--- src/rtl/gpu_rect_addrgen.sv ---
`default_nettype none
// ============================================================================
// Module  : gpu_rect_addrgen
// Brief   : Walks an inclusive rectangle row-major and emits one linear
//           framebuffer write per pixel via a single valid/ready register.
//           Optional macro RECT_CLIP_EN clamps out-of-range bounds instead of
//           rejecting the request.
// Rev     : 1.0  initial release
// ============================================================================

`ifndef WIDTH_BITS
`define WIDTH_BITS 10
`endif
`ifndef HEIGHT_BITS
`define HEIGHT_BITS 9
`endif
`ifndef WIDTH
`define WIDTH 640
`endif
`ifndef HEIGHT
`define HEIGHT 480
`endif

module gpu_rect_addrgen #(
  parameter int COLOR_BITS = 8
) (
  input  logic                                  clk,
  input  logic                                  n_rst,
  input  logic                                  start,
  input  logic [`WIDTH_BITS-1:0]                x0,
  input  logic [`WIDTH_BITS-1:0]                x1,
  input  logic [`HEIGHT_BITS-1:0]               y0,
  input  logic [`HEIGHT_BITS-1:0]               y1,
  input  logic [COLOR_BITS-1:0]                 color,
  output logic [`HEIGHT_BITS-1:0]               addressy,
  input  logic [`HEIGHT_BITS+`WIDTH_BITS:0]     rtpaddy,
  output logic                                  wr_valid,
  input  logic                                  wr_ready,
  output logic [`HEIGHT_BITS+`WIDTH_BITS:0]     wr_addr,
  output logic [COLOR_BITS-1:0]                 wr_data,
  output logic                                  busy,
  output logic                                  done,
  output logic                                  err
);

  localparam int WB = `WIDTH_BITS;
  localparam int HB = `HEIGHT_BITS;
  localparam int AW = `HEIGHT_BITS + `WIDTH_BITS + 1;
  localparam logic [WB-1:0] XMAX = WB'(`WIDTH - 1);
  localparam logic [HB-1:0] YMAX = HB'(`HEIGHT - 1);

  typedef enum logic [1:0] {
    ST_IDLE  = 2'd0,
    ST_RUN   = 2'd1,
    ST_DRAIN = 2'd2,
    ST_DONE  = 2'd3
  } state_t;

  state_t                state_q;
  logic [WB-1:0]         x0_q, x1_q, x_cnt_q;
  logic [HB-1:0]         y1_q, y_cnt_q;
  logic [COLOR_BITS-1:0] color_q;
  logic                  wr_valid_q, busy_q, done_q, err_q;
  logic [AW-1:0]         wr_addr_q;
  logic [COLOR_BITS-1:0] wr_data_q;

  logic [WB-1:0]         cx0, cx1;
  logic [HB-1:0]         cy0, cy1;
  logic [AW-1:0]         pix_addr_d;
  logic                  load_d;
`ifndef RECT_CLIP_EN
  logic                  bad_bounds;
`endif

  always_comb begin
`ifdef RECT_CLIP_EN
    cx0 = (x0 > XMAX) ? XMAX : x0;
    cx1 = (x1 > XMAX) ? XMAX : x1;
    cy0 = (y0 > YMAX) ? YMAX : y0;
    cy1 = (y1 > YMAX) ? YMAX : y1;
`else
    cx0 = x0;
    cx1 = x1;
    cy0 = y0;
    cy1 = y1;
    bad_bounds = (x0 > XMAX) || (x1 > XMAX) || (y0 > YMAX) || (y1 > YMAX);
`endif
  end

  // The row-offset LUT answers for addressy in the same cycle, so the
  // address of the current counter position is ready before the edge.
  assign pix_addr_d = rtpaddy + {{(AW-WB){1'b0}}, x_cnt_q};
  assign load_d     = !wr_valid_q || wr_ready;

  always_ff @(posedge clk or negedge n_rst) begin
    if (!n_rst) begin
      state_q    <= ST_IDLE;
      x0_q       <= '0;
      x1_q       <= '0;
      y1_q       <= '0;
      x_cnt_q    <= '0;
      y_cnt_q    <= '0;
      color_q    <= '0;
      wr_valid_q <= 1'b0;
      wr_addr_q  <= '0;
      wr_data_q  <= '0;
      busy_q     <= 1'b0;
      done_q     <= 1'b0;
      err_q      <= 1'b0;
    end else begin
      done_q <= 1'b0;
      err_q  <= 1'b0;
      case (state_q)
        ST_IDLE: begin
          if (start) begin
`ifndef RECT_CLIP_EN
            if (bad_bounds) begin
              err_q <= 1'b1;
            end else
`endif
            begin
              x0_q    <= cx0;
              x1_q    <= cx1;
              y1_q    <= cy1;
              x_cnt_q <= cx0;
              y_cnt_q <= cy0;
              color_q <= color;
              busy_q  <= 1'b1;
              if ((cx0 > cx1) || (cy0 > cy1)) begin
                state_q <= ST_DONE;
                done_q  <= 1'b1;
              end else begin
                state_q <= ST_RUN;
              end
            end
          end
        end
        ST_RUN: begin
          if (load_d) begin
            wr_valid_q <= 1'b1;
            wr_addr_q  <= pix_addr_d;
            wr_data_q  <= color_q;
            if (x_cnt_q == x1_q) begin
              if (y_cnt_q == y1_q) begin
                state_q <= ST_DRAIN;
              end else begin
                x_cnt_q <= x0_q;
                y_cnt_q <= y_cnt_q + HB'(1);
              end
            end else begin
              x_cnt_q <= x_cnt_q + WB'(1);
            end
          end
        end
        ST_DRAIN: begin
          if (wr_ready) begin
            wr_valid_q <= 1'b0;
            state_q    <= ST_DONE;
            done_q     <= 1'b1;
          end
        end
        ST_DONE: begin
          state_q <= ST_IDLE;
          busy_q  <= 1'b0;
        end
        default: begin
          state_q <= ST_IDLE;
          busy_q  <= 1'b0;
        end
      endcase
    end
  end

  assign addressy = y_cnt_q;
  assign wr_valid = wr_valid_q;
  assign wr_addr  = wr_addr_q;
  assign wr_data  = wr_data_q;
  assign busy     = busy_q;
  assign done     = done_q;
  assign err      = err_q;

endmodule

`default_nettype wire
--- config.mk ---
export PLATFORM = sky130hd
export DESIGN_NAME = gpu_rect_addrgen
export DESIGN_NICKNAME = d
export VERILOG_FILES = /design/src/rtl/gpu_rect_addrgen.sv
export SDC_FILE = /design/constraint.sdc
export NUM_CORES = 1
export LEC_CHECK = 0
export CAP_MARGIN = 20
export CORE_AREA = 2 2 150 152
export DETAILED_ROUTE_END_ITERATION = 8
export DIE_AREA = 0 0 152 154
export PLACE_DENSITY = 0.51
export RECOVER_POWER = 50
export SLEW_MARGIN = 20
export SYNTH_ARGS = -nofsm -noshare
export SYNTH_HDL_FRONTEND = slang
export SYNTH_SLANG_ARGS = --single-unit
--- constraint.sdc ---
create_clock -name clk -period 4.2 [get_ports clk]
set_clock_uncertainty 0.15 [all_clocks]
set_input_delay 0.63 -clock clk [delete_from_list [all_inputs] [get_ports clk]]
set_output_delay 0.63 -clock clk [all_outputs]
set_load 0.05 [all_outputs]
# Word-level counts from Yosys, hierarchy flattened
# Index checks and enable logic that the tools add are counted.
# totals
regBits,90
inputBits,70
output_inout_bits,41
word_cells,87
# op_classes
addsub,3
order_cmp,6
eq_ne,13
n_mux,34
n_bitwise,1
n_reduce_logical,17
# ops
cell,n
$mux W10,5
$mux W9,5
$add A20 B10 Y20,1
$gt A10 B10 Y1 const B,2
$pmux W10 S2,1
$gt A9 B9 Y1 const B,2
$pmux W9 S2,1
$mux W2,7
$ne A2 B2 Y1 const B,7
$reduce_and A6 Y1,2
$mux W1,11
$add A10 B1 Y10 const B,1
$eq A10 B10 Y1,1
$gt A10 B10 Y1,1
$add A9 B1 Y9 const B,1
$eq A9 B9 Y1,1
$gt A9 B9 Y1,1
$reduce_and A3 Y1,3
$pmux W2 S4,1
$pmux W1 S2,3
$reduce_bool A2 Y1,3
$logic_or A1 B1 Y1,5
$reduce_and A5 Y1,1
$eq A2 B2 Y1 const B,2
other kinds (6),6

# Depth between registers and ports, before layout
# Gate-level depths: netlist of the first run.
# logic_depth
depth_word,7
mapped_depth,10
mapped_depth_nobuf,9

# Least setup slack after synthesis of the first run
# Ideal clock, no wire load.
# synth_path
path_type,input port to flip-flop
start,in x0[8]
end,reg y_cnt_q[5] (netlist: addressy[5])
setup_time_ns,0.127
arrival_ns,2.344
setup_slack_ns,1.579
cell_stages,6
cell_sequence,o21ai_0 > nand4_1 > a21oi_2 > nor3b_2 > mux2_2 > a311o_2
# synth_between
elab_chain_len,6
# synth_lines
item,line_no,text
start: declaration,30,"input logic [`WIDTH_BITS-1:0] x0,"
$gt A10 B10 Y1,86,bad_bounds = (x0 > XMAX) || (x1 > XMAX) || (y0 > YMAX) || (y1 > YMAX);
$logic_or A1 B1 Y1 (3 in a row),86,
$ne A2 B2 Y1 (no line),n/a,
$reduce_and A6 Y1 (no line),n/a,
end signal: assignment,126,y_cnt_q <= cy0;
end signal: assignment,148,y_cnt_q <= y_cnt_q + HB'(1);
end: declaration,61,"logic [HB-1:0] y1_q, y_cnt_q;"
# Every way passes these cells.
# A chain may end at the register's enable or synchronous reset.

# Worst setup path after layout of the first run
# layout_path
start,in wr_ready
end,reg wr_addr_q[4] (netlist: wr_addr[4])
# layout_between
elab_chain_len,2
# layout_lines
item,line_no,text
start: declaration,38,"input logic wr_ready,"
$logic_or A1 B1 Y1,93,assign load_d = !wr_valid_q || wr_ready;
$reduce_and A2 Y1 (no line),n/a,
end signal: assignment,141,wr_addr_q <= pix_addr_d;
end: declaration,64,logic [AW-1:0] wr_addr_q;
# Every way passes these cells.

==> results of run 1 <==
-- synthesized netlist by cell type (5+ instances only) --
cell type / instances
nor3_1: 7
and3_1: 9
a211oi_1: 6
dfrtp_1: 90
mux2_2: 45
o21ai_0: 44
inv_1: 33
a21oi_1: 13
nor2_1: 27
mux2i_1: 15
xor2_1: 20
a31oi_1: 5
nand2_1: 80
ha_1: 35
nand3_1: 13
xnor2_1: 20
clkbuf_1: 12
or3_1: 6
nand4_1: 9
-- flip-flops by register name (all words and copies together) (netlist names) --
signal	cells
x0_q	10
state_q	2
wr_addr	20
addressy	9
x1_q	10
done	1
busy	1
x_cnt_q	10
err	1
color_q	8
y1_q	9
wr_valid	1
wr_data	8
-- power by group through the flow --
stage                     Clock [mW]  Combinational [mW]  Sequential [mW]
after global routing           0.887                3.08             1.76
final                          0.815                2.82             1.69
after detailed placement           0                2.86             1.71
after floorplan                    0                1.48             2.20
after global placement             0                2.84             1.71
after CTS                      0.849                2.87             1.69
-- routing by layer --
| metal | vias up | part of all wire |
|---|---|---|
| met1 | 2052 | 0.51 |
| met3 | 8 | 0.031 |
| met2 | 67 | 0.45 |
| met5 | - | 0 |
| met4 | 0 | 0.012 |
| li1 | 2146 | - |
-- layout make-up --
| type | instances | share of cell area |
|---|---|---|
| inverter | 34 | 0.0180 |
| multi-input combinational | 405 | 0.411 |
| sequential | 90 | 0.318 |
| timing repair buffer | 119 | 0.162 |
| clock buffer | 10 | 0.0323 |
| tap | 280 | 0.0494 |
| clock inverter | 6 | 0.00953 |
-- worst max-delay path, delay by kind of cell --
kind,cells,cell delay [ps]
AOI/OAI and AO/OA,3,1540
buffers and inverters,2,1130
-- logic make-up (layout without fill, tap and decap cells) --
logic type               count (synthesis)  after routing  synth area share
buffers and inverters                   51            169            0.0386
XOR/XNOR                                40             40            0.0652
multiplexers                            60             60             0.122
flip-flops                              90             90             0.419
adder cells (fa/ha/maj)                 36             36            0.0852
AO/OA/AOI/OAI                           97             97             0.118
AND/OR/NAND/NOR                        172            172             0.152
-- worst paths after layout --
| check | cells after the start | slack (ps) | start | endpoint |
|---|---|---|---|---|
| setup / recovery | 5 | 990 | wr_ready | wr_addr[4]$_DFFE_PN0P_ |
| hold / removal | 2 | 320 | color_q[2]$_DFFE_PN0P_ | wr_data[2]$_DFFE_PN0P_ |
| setup reg to reg | 10 | 1340 | state_q[1]$_DFFE_PN0P_ | addressy[5]$_DFFE_PN0P_ |
| hold reg to reg | 2 | 320 | color_q[2]$_DFFE_PN0P_ | wr_data[2]$_DFFE_PN0P_ |
| max in group asynchronous | 2 | 1240 | n_rst | x1_q[5]$_DFFE_PN0P_ |
| min in group asynchronous | 1 | 700 | n_rst | y1_q[1]$_DFFE_PN0P_ |
-- cell usage in the layout (no fill, tap or decap), types with 5 or more instances in the layout --
master	instances
xor2_1	20
nor3_1	7
xnor2_1	20
nor2_1	27
inv_1	33
and3_1	9
clkbuf_1	5
a211oi_1	6
a21oi_1	13
ha_1	35
nand3_1	13
mux2_2	45
clkdlybuf4s50_1	105
or3_1	6
a31oi_1	5
buf_4	5
clkbuf_16	9
o21ai_0	44
nand4_1	9
nand2_1	80
dfrtp_1	90
mux2i_1	15
-- metrics by stage --
step | instance area [µm²] | instances | worst slack, ps | hold WS (ps) | power (mW)
4_1_cts | 7120 | 944 | 1140 | 106 | 5.41
6_report | 7090 | 944 | 985 | 315 | 5.32
3_3_place_gp | 6820 | 928 | 870 | 294 | 4.54
5_1_grt | 7090 | 944 | 568 | 331 | 5.73
2_1_floorplan | 5380 | 546 | 1580 | 184 | 3.67
3_5_place_dp | 6820 | 928 | 775 | 298 | 4.57
==> impl_metrics.json, run 1 <==
{
  "gr-total-overflow": 0,
  "grt_pass1_vias": 4274,
  "yosysTopAreaCellShare": 0.419,
  "period_needed_ps": 3210,
  "crit_path_start_kind": "input pin",
  "grtUsageMet3": 0.0268,
  "max_slew_margin": -0.346,
  "dieWidth_um": 152,
  "hold_violations": 0,
  "cap_violations": 2,
  "grt.busiest_layer": "met2",
  "combPwrFrac": 0.530,
  "seq_area_frac_synth": 0.419,
  "synth_edf_count": 0,
  "antenna_cells": 0,
  "synthesis.nets": 652,
  "grt_pass1_wl_um": 23700,
  "cts_hold_buf": 0,
  "ys_types": 54,
  "gp_congestion": 0.772,
  "syn_inst": 546,
  "p_switching_mw": 2.39,
  "ys_ff_latch": 90,
  "wl_per_cell_um": 15.4,
  "yosysTopAreaCell": "dfrtp_1",
  "clkPwrFrac": 0.153,
  "start_util": 0.248,
  "critical_path_class": "in -> reg",
  "violations": "max-capacitance violations, max-slew violations",
  "drc_errors": 0,
  "drt_iter0_drc": 189,
  "cp_cell_sequence": "dlygate4sd3_1 > o21ai_0 > clkbuf_1 > a211oi_1 > a21o_1",
  "run_status": "finished with violations",
  "vias_per_cell": 4.53,
  "drt.antenna.violating_nets": 0,
  "synthArstFlopShare": 1.00,
  "cts_buffer_depth": 2,
  "die-area_um2": 23400,
  "hp-class": "reg -> reg",
  "cts_buffers": 9,
  "synth_area_leaders": "dfrtp_1 42%, mux2_2 9.4%, ha_1 8.1%, nand2_1 5.6%, o21ai_0 4.1%",
  "slowest_stage": "o21ai_0",
  "cts.sinks": 90,
  "synth_area_um2": 5380,
  "crit_arrival_ps": 3310,
  "grt_util_met1": 0.179,
  "post_cts_buffers": 0,
  "postSynthAreaPerCell_um2": 9.85,
  "path_clk_slew_ps": 70,
  "h-tree-depth": 3,
  "num_vias": 4273,
  "root_buffer": "clkbuf_16",
  "crit_path_end_kind": "flop",
  "timing.fmax_mhz": 311,
  "antenna_found_initial": 0,
  "fillers": 2243,
  "synth_ff_type": "dfrtp_1",
  "tightest_slew_ps": 2020,
  "area_growth_pct": 31.9,
  "seqPwrFrac": 0.317,
  "drv_slew": 49,
  "multiInputGateArea_um2": 2920,
  "p_per_area_nw_per_um2": 750,
  "sw_frac_of_total": 0.448,
  "fp.dieH_um": 154,
  "critPathMaxFanout": 14,
  "grt_max_degree": 39,
  "global_route.usage.total": 0.128,
  "cts_tree": "yes",
  "fin_setup_tns_ps": 0,
  "p_int_mw": 2.94,
  "dp_hpwl_um": 11400,
  "ys_warn_count": 0,
  "port_buffers": 110,
  "seqCellArea_um2": 2250,
  "dr.pass1.iters": 4,
  "setup_viol": 0,
  "slowest_delay_ps": 1270,
  "rsz0062_at_grt": "false",
  "use_met2": 0.198,
  "row_count": 54,
  "ir_worst_vdd_mv": 0.186,
  "leakagePower_nw": 3.13,
  "drt_wl_total_um": 14500,
  "crit_required_ps": 4290,
  "coreArea_um2": 21700,
  "cts_resized": 0,
  "clkLatencyLatePin_ps": 340,
  "period_share": 0.765,
  "nets": 765,
  "drive_above_1_share": 0.113,
  "fin_util": 0.327,
  "pin_count": 111
}
Note: power is estimated with default switching activity, not from simulation.
==> run 2: changes to the inputs <==
==> constraint.sdc (replaced) <==
create_clock -name clk -period 3.2 [get_ports clk]
set_clock_uncertainty 0.15 [all_clocks]
set_input_delay 0.48 -clock clk [delete_from_list [all_inputs] [get_ports clk]]
set_output_delay 0.48 -clock clk [all_outputs]
set_load 0.05 [all_outputs]
==> impl_metrics.json, run 2 (synthesis gave the netlist of run 1 again) <==
{
  "drt.antenna.violating_nets": 0,
  "crit_path_end_kind": "flop",
  "ir_worst_vdd_mv": 0.235,
  "holdCritStartpoint": "color_q[2]$_DFFE_PN0P_",
  "cp_cell_sequence": "clkdlybuf4s50_1 > ha_1 > inv_1 > fa_1 > nor2b_1 > o31a_1 > o21ai_0 > o21a_1 > or3_1 > a31oi_1",
  "final_common_cell": "clkdlybuf4s50_1",
  "run_status": "finished with violations",
  "antenna_found_initial": 0,
  "drt_iter0_drc": 148,
  "fillers": 2275,
  "hp-class": "reg -> reg",
  "drt_wl_total_um": 14600,
  "leakagePower_nw": 3.19,
  "p_per_area_nw_per_um2": 973,
  "slowest_delay_ps": 490,
  "crit_family": "compound AO/OA/AOI/OAI gates",
  "start_util": 0.248,
  "period_share": 0.882,
  "dp_hpwl_um": 11300,
  "rsz0062_at_grt": "false",
  "path_clk_slew_ps": 70,
  "cts_resized": 0,
  "clkLatencyLatePin_ps": 350,
  "drv_slew": 34,
  "crit_path_start_kind": "input pin",
  "dr.pass1.iters": 4,
  "finalPower_mw": 6.98,
  "r2r_slack_ps": 460,
  "fin_setup_tns_ps": 0,
  "largest_reg_flops": 20,
  "drc_errors": 0,
  "violations": "max-capacitance violations, max-slew violations",
  "period_needed_ps": 2820,
  "crit_required_ps": 3330,
  "cts_buffers": 9,
  "vias_per_cell": 4.52,
  "cap_violations": 1,
  "cts.sinks": 90,
  "hold_ws_ps": 316,
  "mostFrequentLayoutCells": "94 x clkdlybuf4s50_1, 90 x dfrtp_1, 80 x nand2_1",
  "design_area_um2": 7170,
  "row_count": 54,
  "whs_path_depth": 2,
  "grt_pass1_wl_um": 23700,
  "cts_buffer_depth": 2,
  "gp_congestion": 0.804,
  "reg2reg_to": "wr_addr[4]$_DFFE_PN0P_",
  "root_buffer": "clkbuf_16",
  "coreArea_um2": 21700,
  "gr-total-overflow": 0,
  "reg2regPathDepth": 7,
  "pin_count": 111,
  "r2r_start": "state_q[1]$_DFFE_PN0P_",
  "area_growth_pct": 33.4,
  "tightest_slew_ps": 1900,
  "critical_path_class": "in -> reg",
  "grt_pass1_vias": 4252,
  "grt_max_degree": 58,
  "wl_per_cell_um": 15.3,
  "slowest_stage": "clkdlybuf4s50_1",
  "port_buffers": 110,
  "drive_above_1_share": 0.126,
  "crit_arrival_ps": 2950,
  "placed_area_um2": 6900,
  "fp.dieH_um": 154,
  "critPathMaxFanout": 9,
  "cts_tree": "yes",
  "setup_viol": 0,
  "antenna_cells": 0,
  "die-area_um2": 23400,
  "num_vias": 4300,
  "crit_buf_inv": 2,
  "nets": 773,
  "timing.fmax_mhz": 354,
  "max_slew_margin": -0.267,
  "min_to": "wr_data[2]$_DFFE_PN0P_",
  "global_route.usage.total": 0.128,
  "dieWidth_um": 152,
  "hold_violations": 0,
  "h-tree-depth": 3
}
-- run 2: cell types whose count changed in the layout (fill, tap and decap cells not counted), sizes merged, moves of 2 or more --
cell           change
buf                +8
clkbuf             -2
dlygate4sd3       +12
inv                +3
clkdlybuf4s50     -11
-- run 2: area by class of cell --
cell class | count | area [µm²] | share of cell area
Clock inverter | 7 | 51.3 | 0.00715
Tap cell | 280 | 350 | 0.0489
Inverter | 34 | 128 | 0.0178
Timing Repair Buffer | 127 | 1240 | 0.173
Sequential cell | 90 | 2250 | 0.314
Clock buffer | 9 | 225 | 0.0314
Multi-Input combinational cell | 405 | 2920 | 0.408
-- run 2: report_power, final --
part           internal (mW)  switching, mW  total (mW)
combinational           1.58           2.19        3.77
sequential              1.69          0.480        2.17
clock                  0.533          0.501        1.03
-- run 2: through the flow --
step | setup slack [ps] | utilization | instances
finish | 378 | 0.331 | 952
global route | 217 | 0.331 | 952
global placement | 83.9 | 0.318 | 935
detailed placement | 28.1 | 0.318 | 935
floorplan | 617 | - | 546
CTS | 395 | 0.331 | 952
-- run 2: worst max path at each step --
stage,from,endpoint,cells after the start
after global routing,rtpaddy[0],wr_addr[12]$_DFFE_PN0P_,10
after detailed placement,rtpaddy[0],wr_addr[18]$_DFFE_PN0P_,10
final,rtpaddy[0],wr_addr[18]$_DFFE_PN0P_,10
after CTS,rtpaddy[0],wr_addr[18]$_DFFE_PN0P_,10
after floorplan,state_q[1]$_DFFE_PN0P_,addressy[5]$_DFFE_PN0P_,9
after global placement,rtpaddy[0],wr_addr[18]$_DFFE_PN0P_,10
-- run 2: metal layers --
metal,part of all wire,up-vias,GRT usage
li1,-,2164,-
met1,0.51,2037,0.183
met2,0.44,85,0.192
met3,0.034,14,0.0254
met4,0.015,0,0.0423
met5,0,-,0
-- run 2: worst min-delay path, cell delays in order, from the launching register on --
cell	delay, ps
dfrtp_1	340
nand2_1	50
nand2_1	50
-- run 2: repair_timing --
| item | 4_1_cts | 5_1_grt |
|---|---|---|
| hold buffers | 1 | 0 |
| setup buffers | 0 | 0 |
| endpoints found under the hold margin | 33 | 0 |
